**config.mk**
```make
export PLATFORM = sky130hd
export DESIGN_NAME = segment_recombiner
export DESIGN_NICKNAME = d
export VERILOG_FILES = /design/src/rtl/seg_pkg.sv /design/src/rtl/seg_code_decode.sv /design/src/rtl/segment_recombiner.sv
export SDC_FILE = /design/constraint.sdc
export NUM_CORES = 1
export LEC_CHECK = 0
export BUFFER_PORTS_ARGS = -buffer_cell sky130_fd_sc_hd__buf_2
export CORE_ASPECT_RATIO = 1.75
export CORE_MARGIN = 2
export CORE_UTILIZATION = 51
export CTS_CLUSTER_SIZE = 20
export DETAILED_ROUTE_END_ITERATION = 10
export GPL_TIMING_DRIVEN = 1
export PLACE_DENSITY = 0.75
export SKIP_LAST_GASP = 1
export SLEW_MARGIN = 20
export SYNTH_ARGS = -nofsm -noshare
export SYNTH_HDL_FRONTEND = slang
export SYNTH_SLANG_ARGS = --single-unit
```
**constraint.sdc**
```tcl
create_clock -name clock -period 1.9 [get_ports clock]
set_input_delay 0 -clock clock [delete_from_list [all_inputs] [get_ports clock]]
set_output_delay 0 -clock clock [all_outputs]
set_load 0.02 [all_outputs]
```
**src/rtl/seg_pkg.sv**
```systemverilog
// Shared constants and types for the DAC segment recombiner.
// Latency: n/a (package only).
// Backpressure: n/a.
package seg_pkg;

    // Offsets the segmentation stage adds to each code
    localparam int B_OFFSET_DEF = 9;
    localparam int C_OFFSET_DEF = 3;

    // Legal segment code bounds
    localparam int B_MIN = 1;
    localparam int B_MAX = 16;
    localparam int C_MIN = 1;
    localparam int C_MAX = 4;

    // Code and sample widths
    localparam int B_W  = 6;
    localparam int C_W  = 4;
    localparam int Y_W  = 6;
    localparam int BW_W = Y_W - 1;   // offset-removed MSB weight, -8..7
    localparam int C1_W = 3;         // offset-removed LSB weight, -2..1

    // Illegal-code counter
    localparam int ERR_W       = 8;
    localparam int ERR_CNT_MAX = 255;

    // Registered output of the decode stage
    typedef struct packed {
        logic            valid;
        logic            illegal;
        logic [BW_W-1:0] bw;   // two's complement
        logic [C1_W-1:0] c1;   // two's complement
    } dec_t;

endpackage

```
**src/rtl/seg_code_decode.sv**
```systemverilog
// Stage 1: clamps B/C to their legal ranges, removes offsets, flags illegal samples.
// Latency: 1 cycle, in_valid -> dec.valid.
// Backpressure: none; accepts one sample per cycle.
// Ports: clock/rst, in_valid + b_code/c_code in, dec (valid, illegal, bw, c1) out.
module seg_code_decode
    import seg_pkg::*;
#(
    parameter int B_OFFSET = B_OFFSET_DEF,
    parameter int C_OFFSET = C_OFFSET_DEF
) (
    input  logic           clock,
    input  logic           rst,
    input  logic           in_valid,
    input  logic [B_W-1:0] b_code,
    input  logic [C_W-1:0] c_code,
    output dec_t           dec
);

    logic [B_W-1:0] b_cl;
    logic [C_W-1:0] c_cl;
    logic           b_bad;
    logic           c_bad;

    always_comb begin
        b_cl  = b_code;
        b_bad = 1'b0;
        if (b_code < B_W'(B_MIN)) begin
            b_cl  = B_W'(B_MIN);
            b_bad = 1'b1;
        end else if (b_code > B_W'(B_MAX)) begin
            b_cl  = B_W'(B_MAX);
            b_bad = 1'b1;
        end
    end

    always_comb begin
        c_cl  = c_code;
        c_bad = 1'b0;
        if (c_code < C_W'(C_MIN)) begin
            c_cl  = C_W'(C_MIN);
            c_bad = 1'b1;
        end else if (c_code > C_W'(C_MAX)) begin
            c_cl  = C_W'(C_MAX);
            c_bad = 1'b1;
        end
    end

    // Data fields only load on a valid sample; valid itself follows in_valid
    // so a bubble drains through the pipeline.
    always_ff @(posedge clock or posedge rst) begin
        if (rst) begin
            dec <= '0;
        end else begin
            dec.valid <= in_valid;
            if (in_valid) begin
                // one illegal event per sample even when both codes are bad
                dec.illegal <= b_bad | c_bad;
                dec.bw      <= BW_W'(b_cl - B_W'(B_OFFSET));
                dec.c1      <= C1_W'(c_cl - C_W'(C_OFFSET));
            end
        end
    end

endmodule

```
**src/rtl/segment_recombiner.sv**
```systemverilog
// Rebuilds the signed DAC sample from MSB/LSB segment codes, sums it over a
// 2^LOG2_WIN window and tracks illegal codes. Latency: y 2 cycles after
// in_valid, sum_valid 1 cycle after the window's last y_valid. No backpressure.
// Ports: clock/rst, in_valid/B/C/clear in; y_out/y_valid, sum_out/sum_valid,
// range_err (sticky) and err_count (saturating) out.
module segment_recombiner
    import seg_pkg::*;
#(
    parameter int LOG2_WIN = 4,
    parameter int B_OFFSET = B_OFFSET_DEF,
    parameter int C_OFFSET = C_OFFSET_DEF
) (
    input  logic                           clock,
    input  logic                           rst,
    input  logic                           in_valid,
    input  logic [B_W-1:0]                 B,
    input  logic [C_W-1:0]                 C,
    input  logic                           clear,
    output logic signed [Y_W-1:0]          y_out,
    output logic                           y_valid,
    output logic signed [Y_W+LOG2_WIN-1:0] sum_out,
    output logic                           sum_valid,
    output logic                           range_err,
    output logic [ERR_W-1:0]               err_count
);

    localparam int SUM_W = Y_W + LOG2_WIN;

    dec_t                 dec;
    logic [Y_W-1:0]       y_next;
    logic [SUM_W-1:0]     y_ext;
    logic [SUM_W-1:0]     acc;
    logic [LOG2_WIN-1:0]  win_cnt;

    seg_code_decode #(
        .B_OFFSET (B_OFFSET),
        .C_OFFSET (C_OFFSET)
    ) u_decode (
        .clock    (clock),
        .rst      (rst),
        .in_valid (in_valid),
        .b_code   (B),
        .c_code   (C),
        .dec      (dec)
    );

    // y = 2*bw - c1. {bw,0} is exactly 2*bw at Y_W bits, and the result
    // range -17..16 fits Y_W signed, so modular arithmetic is exact.
    assign y_next = {dec.bw, 1'b0} - {{(Y_W-C1_W){dec.c1[C1_W-1]}}, dec.c1};

    assign y_ext = {{LOG2_WIN{y_out[Y_W-1]}}, y_out};

    // Stage 2: recombine. y_out holds between strobes.
    always_ff @(posedge clock or posedge rst) begin
        if (rst) begin
            y_out   <= '0;
            y_valid <= 1'b0;
        end else begin
            y_valid <= dec.valid;
            if (dec.valid) begin
                y_out <= y_next;
            end
        end
    end

    // Window accumulator fed from the registered sample. A sample landing on
    // the same cycle as clear is dropped so the new window starts empty.
    always_ff @(posedge clock or posedge rst) begin
        if (rst) begin
            acc       <= '0;
            win_cnt   <= '0;
            sum_out   <= '0;
            sum_valid <= 1'b0;
        end else begin
            sum_valid <= 1'b0;
            if (clear) begin
                acc     <= '0;
                win_cnt <= '0;
            end else if (y_valid) begin
                if (win_cnt == {LOG2_WIN{1'b1}}) begin
                    sum_out   <= acc + y_ext;
                    sum_valid <= 1'b1;
                    acc       <= '0;
                    win_cnt   <= '0;
                end else begin
                    acc     <= acc + y_ext;
                    win_cnt <= win_cnt + LOG2_WIN'(1);
                end
            end
        end
    end

    // Error tracking off the decode-stage flag. An illegal sample sitting in
    // the decode register while clear is high still counts, after the clear.
    always_ff @(posedge clock or posedge rst) begin
        if (rst) begin
            range_err <= 1'b0;
            err_count <= '0;
        end else begin
            if (dec.valid && dec.illegal) begin
                range_err <= 1'b1;
                if (clear) begin
                    err_count <= ERR_W'(1);
                end else if (err_count != ERR_W'(ERR_CNT_MAX)) begin
                    err_count <= err_count + ERR_W'(1);
                end
            end else if (clear) begin
                range_err <= 1'b0;
                err_count <= '0;
            end
        end
    end

endmodule

```
======== Word level (Yosys, flattened, before mapping) ========
Cells that the tools add are included.
Widths: inputs -> output; s select.
word-level totals
  register bits after elaboration ......... 51
  word-level logic and storage cells ...... 55
  output and inout bits ................... 27
  input bits .............................. 14
cells by class
  eq/ne operators ......................... 2
  mux-type cells .......................... 23
  order comparisons ....................... 4
  reductions and logical operators ........ 6
  $add $sub $neg .......................... 6
  bitwise operators ....................... 2
operators by type and width
  cell                 number
  $mux 8               4
  $mux 10              3
  $mux 4               3
  $add 10x10->10       1
  $mux 5               2
  $mux 1               9
  $add 8x1->8 const B  1
  $ne 8x8->1 const B   1
  $gt 6x5->1 const B   1
  $lt 6x1->1 const B   1
  $mux 3               2
  $reduce_bool 2->1    3
  $sub 6x6->6          1
  $sub 5x4->5 const B  1
  $add 4x1->4 const B  1
  $eq 4x4->1 const B   1
  $gt 4x3->1 const B   1
  $lt 4x1->1 const B   1
  $reduce_and 3->1     1
  $sub 3x2->3 const B  1
  $reduce_and 2->1     1
  $logic_and 1x1->1    1
  $not 1->1            1
  $or 1x1->1           1

======== Longest topological paths before layout ========
  word-level depth ........................ 4
  gate-level depth with buffers ........... 9
  gate-level depth less buffers ........... 9

======== Modules after synthesis ========
Synthesis repeated with hierarchy kept, for this count alone.
unflattened totals
  cells, all modules ...................... 291
  area, all modules ....................... 2844.0 µm²
modules (own cells, without submodules)
  module              area each (µm²)  cells each  instances
  segment_recombiner  2332.2           241         1
  seg_code_decode     511.7            50          1

======== Least setup slack after synthesis ========
Ideal clock, no wire load.
  path kind ............................... reg-to-reg
  start point ............................. reg y_out[5]
  end point ............................... reg acc[9]
  cell stages (with the launch flop) ...... 8
  path slack .............................. -205 ps
  clock period less this slack ............ 2105 ps
  data required time ...................... 1820 ps
  arrival ................................. 2024 ps
  cells stage by stage .................... dfrtp_1 > ha_1 > nand2_1 > a211oi_1 > a31o_1 > nor3_1 > or4b_1 > o211ai_2
on the way
  longest elaborated chain between the ends .. 4
ends and longest elaborated chain
  item                    line                      text
  from (decl)             segment_recombiner.sv:19  output logic signed [Y_W-1:0] y_out,
  from (signal assigned)  segment_recombiner.sv:61  y_out <= y_next;
  $add 10x10->10          segment_recombiner.sv:86  acc <= acc + y_ext;
  $mux 10                 segment_recombiner.sv:80  if (win_cnt == {LOG2_WIN{1'b1}}) begin
  $mux 10                 segment_recombiner.sv:79  end else if (y_valid) begin
  $mux 10                 segment_recombiner.sv:76  if (clear) begin
  to (signal assigned)    segment_recombiner.sv:86
  to (decl)               segment_recombiner.sv:32  logic [SUM_W-1:0] acc;
Every way passes these cells. The select of a mux whose other input is x is not followed.
A chain may end at the register's enable or synchronous reset.

======== Worst setup path in the final report ========
Ends and elaborated chain as after synthesis.

==> run_results.csv <==
group,metric,value,unit
timing,period_share,1.05,
timing,relSlewSlack,0.644,
power,p_int,2440,uW
global_route,grt_overflow_total,0,
route,drc,0,
cells_and_area,drive_gt1_frac,0.317,
clock_tree,root_buffer,"clkbuf_8",
global_route,antenna_found_initial,0,
synthesis,synth_edf_count,0,
floorplanning,die_h,102,um
synthesis,async_reset_ff_frac,1.00,
cells_and_area,antenna_cells,0,
timing,fin_ws,-0.104,ns
route,wl_per_cell,13.9,um
synthesis,yosysMostFrequentCell,"dfrtp_1",
synthesis,ys_types,47,
route,firstDrtPassIters,4,
clock_tree,cts.clk_slew.worst_paths,0.10,ns
floorplanning,core,5300,um2
floorplanning,fp.dieW,60.1,um
placed_design,hpwl,4580,um
timing,layout_min_cycle_time,2.00,ns
synthesis,yosysWarningCount,0,
synthesis,ys_ff_latch,51,
route,num_vias,2364,
power,power.leakage,0.00168,uW
route,drt_iter0_drc,44,
worst_setup_path,crit_path_max_incr_delay,0.51,ns
worst_setup_path,critical_path_required,2.13,ns
run_status,status,"finished with violations",
timing,final-setup-viol-count,2,
worst_setup_path,startpoint_type,"flip-flop",
timing,tightest_slew,0.534,ns
synthesis,ys_seq_area_frac,0.455,
floorplanning,initial_core_util,0.529,
clock_tree,cts_tree,"yes",
run_status,failed_checks,"setup timing",
clock_tree,cts_made_buffers,5,
timing,final_hold_viol_count,0,
synthesis,syn_inst,295,
placed_design,port-buffer-count,40,
global_route,globalRouteTotalUtil,0.217,
synthesis,synth_area,2800,um2
power,sequentialPowerShare,0.352,
job,drv_cap,0,
synthesis,yosysTopAreaCellShare,0.455,
global_route,grt_max_degree,28,
placed_design,place_congestion,0.863,
timing,max_clock_freq,499,MHz
route,avgViaCountPerCell,5.41,
cells_and_area,stdcell_count,437,
clock_tree,clockBufferDepth,2,
placed_design,dp.cells,421,
worst_setup_path,crit_buf_inv,0,
route,routed_wl,6090,um
clock_tree,worstSkewPairLatency,0.31,ns
power,clkPwrFrac,0.158,
synthesis,yosys.area.top_type,"dfrtp_1",
timing,rsz0062_at_grt,"yes",
cells_and_area,area_delta_synth_final,27.1,%
clock_tree,clkSinkCount,51,
worst_setup_path,worstPathCellList,"ha_4 > nand2_4 > a211oi_2 > a31o_1 > nor3_2 > or4b_4 > o211ai_2",
floorplanning,row_count,35,
worst_setup_path,end_kind,"flip-flop",
route,ant_nets,0,
synthesis,synthTopCellsByArea,"dfrtp_1 46%, ha_1 7.6%, nand2_1 4.6%",
min_path,hold_path_class,"primary input to flip-flop",
synthesis,synth_fp_nets,328,
timing,slew_viol_final,0,
power,peakVddDrop,0.488,mV
synthesis,ys.flop_type,"dfrtp_1",
power,p_sw,1460,uW
global_route,first_global_vias,2302,
worst_setup_path,critPathTopFamily,"simple AND/OR/NAND/NOR gates",
floorplanning,dieArea,6130,um2
timing,finClkSkew,0.0106,ns
power,swShare,0.374,
global_route,grt_pass1_wl,10100,um
synthesis,avgSynthCellArea,9.50,um2
worst_setup_path,crit_slowest_cell,"dfrtp_2",
synthesis,ys_top_cells_by_count,"51 x dfrtp_1, 34 x nand2_1, 31 x nor2_1, 22 x o21ai_0",
worst_setup_path,criticalPathCategory,"flip-flop to flip-flop",
cells_and_area,final_nets,395,
clock_tree,cts_htree_levels,2,
power,p_per_area,1090,nW/um2
timing,hold_ws,0.00496,ns
power,comb_power_share,0.490,
worst_setup_path,cp.arrival,2.23,ns
worst_setup_path,crit_fanout,6,
floorplanning,pin_count,41,
[sequential cells by signal (all words and copies together) (netlist names)]
name,flops
sum_valid,1
y_valid,1
range_err,1
y_out,6
win_cnt,4
err_count,8
u_decode.dec,10
acc,10
sum_out,10
[cell families after synthesis]
group | Yosys count | share of synthesized area
xor gates and xnor gates | 14 | 0.0486
buffers and inverters | 26 | 0.0361
adders and majority gates | 19 | 0.0901
and+or+nand+nor | 107 | 0.180
DFF | 51 | 0.455
muxes | 10 | 0.0397
AOI/OAI and AO/OA | 68 | 0.150
[area by class of cell]
type / count / area (um2)
fill: 438 / 1730
inverter: 18 / 70.1
multi-input combinational: 218 / 1610
clock inverter: 2 / 12.5
tap: 74 / 92.6
sequential: 51 / 1280
clock buffer: 6 / 72.6
timing repair buffer: 68 / 428
[cells in the final DEF (no fill, tap or decap), types with 3 or more instances in the layout]
| master | count |
|---|---|
| nor2_1 | 30 |
| inv_1 | 14 |
| a21oi_2 | 4 |
| a22o_1 | 6 |
| o21ai_2 | 5 |
| dfrtp_2 | 3 |
| mux2_2 | 4 |
| a21oi_1 | 12 |
| buf_2 | 40 |
| clkbuf_8 | 5 |
| o21ai_1 | 5 |
| nand4_1 | 3 |
| or3_1 | 3 |
| nand2_1 | 33 |
| buf_4 | 25 |
| xor2_1 | 7 |
| nand3_1 | 9 |
| nand2b_1 | 3 |
| o21ai_0 | 18 |
| inv_2 | 3 |
| nor3_1 | 7 |
| ha_4 | 7 |
| dfrtp_1 | 48 |
| nand3b_1 | 3 |
| mux2i_1 | 4 |
| ha_1 | 10 |
| xnor2_1 | 6 |
[metal layers]
layer,GRT usage,part of all wire,up-vias
met1,0.240,0.39,1138
li1,-,-,1164
met4,0.109,0.034,0
met3,0.0241,0.019,17
met2,0.395,0.56,45
met5,0,0,-
[worst paths after layout]
check | startpoint | endpoint | slack, ns | cells past startpoint
setup reg to reg | y_out[5] | acc[9] | -0.10 | 7
min in group asynchronous | rst | u_decode.dec[8] | 0.27 | 3
setup / recovery | y_out[5] | acc[9] | -0.10 | 7
hold reg to reg | sum_out[4] | sum_out[4] | 0.48 | 2
hold / removal | B[5] | u_decode.dec[8] | 0.005 | 3
max in group asynchronous | rst | y_out[5] | 1.09 | 4
[through the flow]
step	area, um2	worst slack [ns]	utilization	power (uW)	TNS [ns]
global placement	3340	-0.0243	0.630	2970	-0.0671
global route	3560	-0.154	0.673	4150	-0.455
finish	3560	-0.104	0.673	3900	-0.154
CTS	3510	-0.0962	0.663	3790	-0.222
detailed placement	3340	-0.101	0.630	3040	-0.363
floorplan	2910	-0.0963	-	2530	-0.142
[what timing repair did]
item	in CTS	in global routing
endpoints found under the hold margin	25	0
hold buffers	2	0
pin swaps	14	11
gates resized for setup	11	12
setup endpoints to repair	7	8
setup buffers	4	2
[power groups by stage]
stage,clock network [uW],logic (uW),registers (uW)
2_1_floorplan,0,1090,1440
3_3_place_gp,0,1580,1390
3_5_place_dp,0,1640,1400
4_1_cts,629,1790,1380
5_1_grt,673,2090,1390
6_report,616,1910,1370
[tightest hold or removal path, cell delays in order]
cell and delay, ns:
buf_2 0.09, nor4_1 0.06, a21oi_1 0.13
No activity file was read; power rests on OpenSTA's default activity.
